$ cat config.mk
export PLATFORM = sky130hd
export DESIGN_NAME = inst_fetch_unit
export DESIGN_NICKNAME = d
export VERILOG_FILES = /design/src/rtl/fetch_pkg.sv /design/src/rtl/fetch_fifo.sv /design/src/rtl/inst_fetch_unit.sv
export SDC_FILE = /design/constraint.sdc
export NUM_CORES = 1
export LEC_CHECK = 0
export CAP_MARGIN = 15
export CORE_MARGIN = 2
export CORE_UTILIZATION = 35
export CTS_CLUSTER_SIZE = 30
export DETAILED_ROUTE_END_ITERATION = 6
export DONT_BUFFER_PORTS = 1
export GPL_ROUTABILITY_DRIVEN = 0
export SETUP_SLACK_MARGIN = 0.02
export SYNTH_ARGS = -nofsm -noshare
export SYNTH_HDL_FRONTEND = slang
export SYNTH_HIERARCHICAL = 1
export SYNTH_SLANG_ARGS = --single-unit
$ cat constraint.sdc
create_clock -name clk -period 7.3 [get_ports clk]
set_clock_uncertainty 0.15 [all_clocks]
set_input_delay 1.46 -clock clk [delete_from_list [all_inputs] [get_ports clk]]
set_output_delay 1.46 -clock clk [all_outputs]
set_load 0.05 [all_outputs]
$ cat src/rtl/fetch_pkg.sv
// Shared types and constants for the instruction fetch unit.
//   WORD_BYTES : bytes per instruction word (PC stride)
//   PC_W       : program counter width
//   NOP_INST   : value presented on inst while the queue is empty
//   fetch_entry_t : one instruction-queue entry {inst, pc}
//   word_align : clears the byte-offset bits of an address
package fetch_pkg;

  localparam int WORD_BYTES = 4;
  localparam int PC_W = 32;
  localparam logic [31:0] NOP_INST = 32'h0000_0000;

  typedef struct packed {
    logic [31:0]     inst;
    logic [PC_W-1:0] pc;
  } fetch_entry_t;

  function automatic logic [PC_W-1:0] word_align(input logic [PC_W-1:0] addr);
    return {addr[PC_W-1:2], 2'b00};
  endfunction

endpackage

$ cat src/rtl/fetch_fifo.sv
// Synchronous FIFO with flush, used for the instruction queue and the PC tag FIFO.
//   clk, rst   : clock, asynchronous active-high reset
//   flush      : empties the FIFO at the next edge (dominates push/pop)
//   push, push_data : write one entry (caller guarantees space)
//   pop        : remove the head entry (ignored when empty)
//   head       : current head entry (undefined when count == 0)
//   count      : number of valid entries, 0..DEPTH
module fetch_fifo
  import fetch_pkg::*;
#(
  parameter int WIDTH = 32,
  parameter int DEPTH = 2
) (
  input  logic                         clk,
  input  logic                         rst,
  input  logic                         flush,
  input  logic                         push,
  input  logic [WIDTH-1:0]             push_data,
  input  logic                         pop,
  output logic [WIDTH-1:0]             head,
  output logic [$clog2(DEPTH+1)-1:0]   count
);

  localparam int CNT_W = $clog2(DEPTH + 1);
  localparam int PTR_W = $clog2(DEPTH);

  logic [WIDTH-1:0] mem [DEPTH];
  logic [PTR_W-1:0] wr_ptr;
  logic [PTR_W-1:0] rd_ptr;
  logic             do_pop;

  assign do_pop = pop && (count != '0);

  // DEPTH is a power of two, so the pointers wrap naturally.
  always_ff @(posedge clk or posedge rst) begin
    if (rst) begin
      wr_ptr <= '0;
      rd_ptr <= '0;
      count  <= '0;
    end else if (flush) begin
      wr_ptr <= '0;
      rd_ptr <= '0;
      count  <= '0;
    end else begin
      if (push)   wr_ptr <= wr_ptr + 1'b1;
      if (do_pop) rd_ptr <= rd_ptr + 1'b1;
      count <= count + CNT_W'(push) - CNT_W'(do_pop);
    end
  end

  // Storage needs no reset: entries are only read while count says they are valid.
  always_ff @(posedge clk) begin
    if (push && !flush) mem[wr_ptr] <= push_data;
  end

  assign head = mem[rd_ptr];

  a_no_overflow: assert property (@(posedge clk) disable iff (rst)
    !(push && !flush && !do_pop && (count == CNT_W'(DEPTH))));

endmodule

$ cat src/rtl/inst_fetch_unit.sv
// Instruction fetch stage: owns the PC, issues word-aligned requests to a
// pipelined, in-order instruction memory and queues returned words (with
// their PC) for the decoder. A redirect flushes the queue and drops every
// response still in flight for the old stream.
//   clk, reset        : clock, asynchronous active-high reset
//   imem_req/addr/gnt : request channel, accepted when imem_req && imem_gnt
//   imem_rvalid/rdata : in-order response channel
//   inst_valid/inst/inst_pc/inst_ready : decoder channel, pop on valid && ready
//   redirect, redirect_pc : one-cycle pulse restarting fetch at redirect_pc
//   misalign_err      : sticky, a redirect target had nonzero low bits
//   proto_err         : sticky, a response arrived with nothing outstanding
//
// Handshakes: a transfer happens on a rising edge where the sender's valid
// (imem_req, inst_valid) and the receiver's ready (imem_gnt, inst_ready) are
// both high; a stalled request holds its address stable until accepted.
module inst_fetch_unit
  import fetch_pkg::*;
#(
  parameter logic [31:0] RESET_PC = 32'h0000_0000,
  parameter int          DEPTH    = 2
) (
  input  logic        clk,
  input  logic        reset,
  output logic        imem_req,
  output logic [31:0] imem_addr,
  input  logic        imem_gnt,
  input  logic        imem_rvalid,
  input  logic [31:0] imem_rdata,
  output logic        inst_valid,
  output logic [31:0] inst,
  output logic [31:0] inst_pc,
  input  logic        inst_ready,
  input  logic        redirect,
  input  logic [31:0] redirect_pc,
  output logic        misalign_err,
  output logic        proto_err
);

  localparam int CNT_W  = $clog2(DEPTH + 1);
  localparam int CNT_W1 = CNT_W + 1;

  logic              redirect_q;
  logic [PC_W-1:0]   fetch_pc;
  logic [CNT_W-1:0]  outstanding;
  logic [CNT_W-1:0]  outstanding_nxt;
  logic [CNT_W-1:0]  drop_cnt;
  logic [CNT_W-1:0]  q_count;
  logic [CNT_W-1:0]  tag_count;
  logic [CNT_W:0]    in_use;
  fetch_entry_t      q_head;
  fetch_entry_t      q_push_data;
  logic [PC_W-1:0]   tag_head;
  logic              q_valid;
  logic              pop;
  logic              accept;
  logic              rsp;
  logic              rsp_drop;
  logic              rsp_keep;

  assign q_valid  = (q_count != '0);
  assign pop      = q_valid && inst_ready;
  assign accept   = imem_req && imem_gnt;
  // A response with nothing outstanding is a protocol error and is ignored.
  assign rsp      = imem_rvalid && (outstanding != '0);
  assign rsp_drop = rsp && (drop_cnt != '0);
  // A response landing on the redirect cycle belongs to the old stream.
  assign rsp_keep = rsp && (drop_cnt == '0) && !redirect;

  assign outstanding_nxt = outstanding + CNT_W'(accept) - CNT_W'(rsp);

  // Credit rule: queued entries (after this cycle's pop) plus in-flight
  // requests never exceed DEPTH, so every response has a queue slot.
  // reset gates the request so it is low for as long as reset is held.
  assign in_use   = {1'b0, q_count} - {{CNT_W{1'b0}}, pop} + {1'b0, outstanding};
  assign imem_req = !reset && !redirect_q && (in_use < CNT_W1'(DEPTH));
  assign imem_addr = fetch_pc;

  always_ff @(posedge clk or posedge reset) begin
    if (reset) begin
      redirect_q   <= 1'b0;
      fetch_pc     <= RESET_PC;
      outstanding  <= '0;
      drop_cnt     <= '0;
      misalign_err <= 1'b0;
      proto_err    <= 1'b0;
    end else begin
      redirect_q  <= redirect;
      outstanding <= outstanding_nxt;
      if (redirect) begin
        fetch_pc <= word_align(redirect_pc);
        // Everything still in flight after this edge is stale, including a
        // request accepted this cycle; a response this cycle is already gone.
        drop_cnt <= outstanding_nxt;
      end else begin
        if (accept)   fetch_pc <= fetch_pc + PC_W'(WORD_BYTES);
        if (rsp_drop) drop_cnt <= drop_cnt - 1'b1;
      end
      if (redirect && (redirect_pc[1:0] != 2'b00)) misalign_err <= 1'b1;
      if (imem_rvalid && (outstanding == '0))      proto_err    <= 1'b1;
    end
  end

  assign q_push_data = '{inst: imem_rdata, pc: tag_head};

  fetch_fifo #(
    .WIDTH ($bits(fetch_entry_t)),
    .DEPTH (DEPTH)
  ) u_inst_q (
    .clk       (clk),
    .rst       (reset),
    .flush     (redirect),
    .push      (rsp_keep),
    .push_data (q_push_data),
    .pop       (pop),
    .head      (q_head),
    .count     (q_count)
  );

  // Holds the PC of each live (non-stale) accepted request until its data returns.
  fetch_fifo #(
    .WIDTH (PC_W),
    .DEPTH (DEPTH)
  ) u_tag_q (
    .clk       (clk),
    .rst       (reset),
    .flush     (redirect),
    .push      (accept && !redirect),
    .push_data (fetch_pc),
    .pop       (rsp_keep),
    .head      (tag_head),
    .count     (tag_count)
  );

  assign inst_valid = q_valid;
  assign inst       = q_valid ? q_head.inst : NOP_INST;
  assign inst_pc    = q_valid ? q_head.pc   : '0;

  // Every in-flight request is either tagged (live) or counted for dropping.
  a_inflight_accounting: assert property (@(posedge clk) disable iff (reset)
    (({1'b0, tag_count} + {1'b0, drop_cnt}) == {1'b0, outstanding}));

endmodule
# --- After elaboration in Yosys (flattened, before gate mapping) ---
# Memories as Yosys holds them, arrays and structs flattened.
# Index checks and enable logic that the tools add are counted.
op_classes:
  n_mux: 20
  n_reduce_logical: 31
  n_addsub: 14
  n_lt_le_gt_ge: 1
ops:
  columns: ["cell", "count"]
  rows:
  - ["2-to-1 mux 32 bit", 4]
  - ["adder 32 x 3 -> 32 bit, second input constant", 1]
  - ["nonzero test 2 bit", 11]
  - ["logical AND 1 bit", 15]
  - ["2-to-1 mux 1 bit", 12]
  - ["2-to-1 mux 2 bit", 4]
  - ["adder 2 x 1 -> 2 bit", 3]
  - ["subtractor 2 x 1 -> 2 bit", 3]
  - ["adder 1 bit, second input constant", 4]
  - ["zero test 2 bit", 2]
  - ["adder 3 x 2 -> 3 bit", 1]
  - ["zero test 1 bit", 3]
  - ["less-than comparator 3 x 2 -> 1 bit, second input constant", 1]
  - ["subtractor 2 x 1 -> 3 bit", 1]
  - ["subtractor 2 x 1 -> 2 bit, second input constant", 1]
word_totals:
  mem_bits_rw: 192
  n_memories: 2
  register_bits: 47
  wordCells: 80
  inputBits: 70
mem_list:
  columns: ["memory", "words", "width", "read_ports", "rd_ports_with_merged_regs", "write_ports", "line", "text"]
  rows:
  - ["u_inst_q.mem", 2, 64, 1, 0, 1, "fetch_fifo.sv:27", "logic [WIDTH-1:0] mem [DEPTH];"]
  - ["u_tag_q.mem", 2, 32, 1, 0, 1, "fetch_fifo.sv:27", null]

# --- Longest topological paths before layout ---
logic_depth:
  word_depth: 11
  mapped_depth: 15
  mapped_depth_nobuf: 14

# --- Hierarchy ---
# Netlist, hierarchy kept.
by_module_without_submodules:
  columns: ["mod", "seq_area_each_um2", "cells_per_inst", "n_inst", "area_per_inst_um2"]
  rows:
  - ["fetch_fifo at u_inst_q", 3943.8, 219, 1, 4857.2]
  - ["inst_fetch_unit", 925.9, 330, 1, 2727.6]
  - ["fetch_fifo at u_tag_q", 2021.9, 120, 1, 2565.0]

# --- Worst setup path before layout ---
# No wires, ideal clock.
synth_path:
  path_kind: "input to register"
  startpoint: "input port redirect"
  endpoint: "memory u_inst_q/mem[0][0] in the netlist's numbering, enable pin"
  stages: 4
  setup_slack_ps: -243
  arrival_ps: 6815
  n_path_buf: 1
  cell_sequence: "clkinv_1 -> clkbuf_1 -> and3_1 -> nor3b_1"
synth_via:
  elab_chain_len: 5
synth_rtl:
  columns: ["element", "line", "text"]
  rows:
  - ["start: declaration", "inst_fetch_unit.sv:33", "input logic redirect,"]
  - ["zero test 1 bit", "inst_fetch_unit.sv:67", "assign rsp_keep = rsp && (drop_cnt == '0) && !redirect;"]
  - ["logical AND 1 bit", "inst_fetch_unit.sv:67", null]
  - ["named net rsp_keep", "inst_fetch_unit.sv:58", "logic rsp_keep;"]
  - ["logical AND 1 bit", "fetch_fifo.sv:53", "if (push && !flush) mem[wr_ptr] <= push_data;"]
  - ["2-to-1 mux 1 bit", "fetch_fifo.sv:53", null]
  - ["2-to-1 mux 1 bit (implied by the code)", "fetch_fifo.sv:53", null]
  - ["end: declaration", "fetch_fifo.sv:27", null]
# The timed path passes the listed nets, and every way through them passes these cells.

# --- Worst setup path in the final report ---
layout_path:
  startpoint: "register u_inst_q.count[1]"
  endpoint: "output port imem_req"
layout_via:
  elab_chain_len: 6
layout_rtl:
  columns: ["element", "line", "text"]
  rows:
  - ["start: declaration", "fetch_fifo.sv:21", "output logic [$clog2(DEPTH+1)-1:0] count"]
  - ["start signal: assignment", "fetch_fifo.sv:47", "count <= count + CNT_W'(push) - CNT_W'(do_pop);"]
  - ["nonzero test 2 bit", "inst_fetch_unit.sv:60", "assign q_valid = (q_count != '0);"]
  - ["logical AND 1 bit", "inst_fetch_unit.sv:61", "assign pop = q_valid && inst_ready;"]
  - ["named net pop", "inst_fetch_unit.sv:54", "logic pop;"]
  - ["subtractor 2 x 1 -> 3 bit", "inst_fetch_unit.sv:74", "assign in_use = {1'b0, q_count} - {{CNT_W{1'b0}}, pop} + {1'b0, outstanding};"]
  - ["adder 3 x 2 -> 3 bit", "inst_fetch_unit.sv:74", null]
  - ["less-than comparator 3 x 2 -> 1 bit", "inst_fetch_unit.sv:75", "assign imem_req = !reset && !redirect_q && (in_use < CNT_W1'(DEPTH));"]
  - ["logical AND 1 bit", "inst_fetch_unit.sv:75", null]
  - ["end: declaration", "inst_fetch_unit.sv:24", "output logic imem_req,"]
# The timed path passes the listed nets, and every way through them passes these cells.

==> results_tabular.tex <==
\begin{tabular}{lr}
\hline
Metric & Value \\
\hline
\multicolumn{2}{l}{\textbf{Status}} \\
\quad Outcome & complete, no violations \\
\multicolumn{2}{l}{\textbf{Global routing}} \\
\quad Aggregate global routing overflow & 0 \\
\quad Vias in the first global route & 5441 \\
\quad Met3 routing resource usage after global routing & 0.0394 \\
\quad GRT Overall Usage & 0.137 \\
\quad Pin count of the biggest net entering global routing & 67 \\
\quad GR Layer Usage met1 & 0.177 \\
\quad Most utilized layer in the global route result & met2 \\
\quad Initial antenna violation count & 0 \\
\quad Global routing met2 resource utilization & 0.220 \\
\quad Wire length of the first global-routing pass & 32200 um \\
\multicolumn{2}{l}{\textbf{Timing}} \\
\quad Tightest slew margin relative to the limit & 0.340 \\
\quad Max frequency & 194 MHz \\
\quad Fin worst setup slack & $\sim$2.1 ns \\
\quad Hold Violations, Final & 0 \\
\quad Final Cycle Share & 0.707 \\
\quad Transition at the pin with the smallest max-transition slack & just under 1 ns \\
\quad Time the final worst path needs with I/O delays and setup & 5.16 ns \\
\quad Setup violations, final & 0 \\
\quad Final max-slew violation count & 0 \\
\quad Setup repair after global routing missed its margin & false \\
\quad Post-Route Setup TNS & 0 ns \\
\multicolumn{2}{l}{\textbf{Clock tree}} \\
\quad CTS buffer count & 26 \\
\quad Total of cells resized after clock tree synthesis & 0 \\
\quad H-tree levels & 1 \\
\quad Post-CTS setup repair buffer count & 0 \\
\quad Sinks on Clock Net & $\sim$240 \\
\quad Clock tree from TritonCTS & built \\
\quad Clock Tree Buf Depth & 3 \\
\quad Clock root buffer & clkbuf\_16 \\
\quad Register clock-pin slew on the reported worst setup and hold paths & 0.06 ns \\
\quad Clock latency on the worst-skew pair & 0.51 ns \\
\quad Number of buffers inserted for hold repair after clock tree synthesis & 0 \\
\multicolumn{2}{l}{\textbf{Route}} \\
\quad DRT Wirelength & 20800 um \\
\quad Remaining antenna violation count & 0 \\
\quad Vias per std cell & 5.02 \\
\quad DRT iter0 DRCs & 339 \\
\quad First-pass iteration count of the detailed router & 4 \\
\quad Via count & 5421 \\
\quad Number of remaining DRC errors & 0 \\
\quad Avg WL per Cell & between 15 and 20 um \\
\multicolumn{2}{l}{\textbf{Synthesis}} \\
\quad Total standard cell area after synthesis & roughly 0.01 mm2 \\
\quad Yosys warnings & 6 \\
\quad Number of flops mapped to enable cells by yosys & approximately 190 \\
\quad Distinct cell type count of the synthesized netlist & 50 \\
\quad Register bit total from synthesis & 237 \\
\quad Post-synthesis sequential area ratio & 0.679 \\
\quad Proportion of synthesized flip-flops having asynchronous set or reset & 0.190 \\
\quad Cells after synthesis & 669 \\
\quad Most used DFF post-synth & edfxtp\_1 \\
\quad Mapped Avg Cell Area & 15.2 um2 \\
\multicolumn{2}{l}{\textbf{Power}} \\
\quad Leakage power of the design & 3.80 nW \\
\quad Worst supply voltage drop on vdd & 0.000153 V \\
\quad Total power density per cell area & 295 mW/mm2 \\
\multicolumn{2}{l}{\textbf{Die}} \\
\quad FP Rows & 62 \\
\quad Top-level I/O count & 170 \\
\quad Vertical extent of the die & about 170 um \\
\quad Core area & 0.0286 mm2 \\
\quad Die X & 174 um \\
\quad Initial core utilization & 0.355 \\
\quad Die outline area & between 0.03 and 0.04 mm2 \\
\multicolumn{2}{l}{\textbf{Critical path}} \\
\quad Type of element capturing the critical path & output port \\
\quad Worst Path Max Fanout & 66 \\
\quad Most frequent cell on the critical path & buf\_4 \\
\quad Crit-path max cell delay & 0.56 ns \\
\quad Data arrival time of the critical path & 3.55 ns \\
\quad CP Class & flip-flop to output port \\
\quad Critical Path, Cell by Cell & inv\_1 > nand2\_2 > buf\_4 > and2\_1 > ha\_1 > nand2b\_1 > fa\_1 > xnor2\_1 > nor4b\_2 > buf\_4 \\
\quad Req. time, crit path & about 5.7 ns \\
\quad Crit path max-delay cell type & buf\_4 \\
\quad Kind of start point of the critical path & flip-flop \\
\multicolumn{2}{l}{\textbf{Placement}} \\
\quad HPWL after detailed placement & 13300 um \\
\quad Port Buf Inserts & 0 \\
\quad Placement-stage worst setup slack & roughly 2.4 ns \\
\multicolumn{2}{l}{\textbf{Job}} \\
\quad Max-capacitance violation count & 0 \\
\multicolumn{2}{l}{\textbf{Finish}} \\
\quad Commonest cells after routing, fill and taps aside & edfxtp\_1 (192), mux2\_2 (97), and2\_1 (66), dfrtp\_1 (44), clkbuf\_16 (27) \\
\quad Ratio of cells with drive above 1 in the final layout & 0.213 \\
\quad Count of inserted antenna diode cells & 0 \\
\quad Number of nets in the layout & 757 \\
\quad Reg area & 0.00690 mm2 \\
\quad Area taken by multi-input logic gates & between 0.003 and 0.004 mm2 \\
\quad Total of fill cells in the finished design & 2636 \\
\quad Most frequent standard cell in the layout excluding fill and tap cells & edfxtp\_1 \\
\quad Synthesis-to-layout area growth & 11.8\% \\
\multicolumn{2}{l}{\textbf{Min path}} \\
\quad Hold crit path type & flip-flop to flip-flop \\
\hline
\end{tabular}
cell families (layout without fill, tap and decap cells):
kind of cell	after synthesis	count (layout)	share of synthesized area
simple gates	194	194	0.112
other cells	1	6	0.000369
xor+xnor	16	16	0.0165
compound gates	56	56	0.0359
buf+inv	51	72	0.0276
flops	237	237	0.679
fa+ha+maj	11	11	0.0143
mux	103	103	0.115
synthesized netlist by cell type (2+ instances only):
master | n | share of area
nand2_1 | 24 | 0.0089
mux2_2 | 97 | 0.11
nor3_1 | 5 | 0.0025
a22oi_1 | 5 | 0.0037
buf_2 | 2 | 0.00099
nand2b_1 | 2 | 0.0012
o21ai_0 | 17 | 0.0084
nand4_1 | 8 | 0.0049
xnor2_1 | 9 | 0.0078
nor4_1 | 2 | 0.0012
buf_4 | 2 | 0.0015
xnor3_1 | 2 | 0.0044
nor2_1 | 26 | 0.0096
or3_1 | 5 | 0.0031
buf_6 | 9 | 0.010
ha_1 | 10 | 0.012
or4_1 | 14 | 0.010
nand3_1 | 14 | 0.0069
and2_1 | 66 | 0.041
clkbuf_1 | 19 | 0.0070
dfrtp_1 | 45 | 0.11
o211ai_1 | 2 | 0.0015
edfxtp_1 | 192 | 0.57
inv_1 | 16 | 0.0059
nor3b_1 | 2 | 0.0015
xor2_1 | 5 | 0.0043
and4_1 | 6 | 0.0052
mux2i_1 | 4 | 0.0039
a31oi_1 | 15 | 0.0092
and3b_1 | 2 | 0.0017
o31ai_1 | 12 | 0.0089
o21a_1 | 2 | 0.0015
and3_1 | 2 | 0.0012
nor2b_1 | 9 | 0.0055
mux2_4 | 2 | 0.0030
sequential cells by signal, indices dropped and copies added (netlist names):
name,count
u_tag_q/mem,64
u_tag_q/count,2
u_inst_q/wr_ptr,1
u_inst_q/mem,128
outstanding,2
misalign_err,1
proto_err,1
redirect_q,1
u_inst_q/count,2
u_tag_q/wr_ptr,1
imem_addr,30
u_inst_q/rd_ptr,1
drop_cnt,2
u_tag_q/rd_ptr,1
power by group:
part	leakage [nW]	switching [mW]	internal (mW)
sequential	2.26	0.131	1.53
combinational	1.15	0.315	0.120
clock	0.391	0.495	0.755
worst max-delay path: cells and delay by family (launching register included):
kind | cells | cell delay, ns
buffers and inverters | 3 | 0.90
and+or+nand+nor | 4 | 0.86
adders and majority gates | 2 | 0.67
DFF | 1 | 0.37
xor gates and xnor gates | 1 | 0.21
cell type report:
cell class / instances / share of cell area
flip-flops and latches: 237 / 0.608
multi-input cells: 386 / 0.267
clock buffers: 37 / 0.0637
well taps: 384 / 0.0423
clock inverters: 10 / 0.00871
inverters: 17 / 0.00562
repair buffers: 8 / 0.00529
routing by layer:
layer	up-vias	part of all wire
li1	2530	-
met1	2676	0.44
met2	174	0.46
met3	41	0.069
met4	0	0.031
met5	-	0
per-stage QoR:
| step | hold WS, ns | utilization | total power, mW | cells | cell area, um2 |
|---|---|---|---|---|---|
| after floorplan | 0.375 | - | 2.04 | 674 | 10200 |
| after global placement | 0.394 | 0.368 | 2.12 | 1032 | 10500 |
| after detailed placement | 0.399 | 0.368 | 2.13 | 1032 | 10500 |
| after CTS | 0.412 | 0.396 | 3.39 | 1079 | 11300 |
| after global routing | 0.422 | 0.396 | 3.48 | 1079 | 11300 |
| final | 0.412 | 0.396 | 3.34 | 1079 | 11300 |
worst paths after layout:
| path | from | end | slack (ns) | cells past startpoint |
|---|---|---|---|---|
| setup / recovery | u_inst_q/count[1]$_DFF_PP0_ | imem_req | 2.14 | 10 |
| hold / removal | u_tag_q/mem[0][22]$_DFFE_PP_ | u_inst_q/mem[0][22]$_DFFE_PP_ | 0.41 | 1 |
| setup reg to reg | u_inst_q/count[1]$_DFF_PP0_ | imem_addr[31]$_DFFE_PP0P_ | 2.92 | 11 |
| hold reg to reg | u_tag_q/mem[0][22]$_DFFE_PP_ | u_inst_q/mem[0][22]$_DFFE_PP_ | 0.41 | 1 |
| max in group asynchronous | reset | imem_addr[30]$_DFFE_PP0P_ | 5.76 | 2 |
| min in group asynchronous | reset | imem_addr[4]$_DFFE_PP0P_ | 0.54 | 1 |
(Power assumes the default switching activity.)
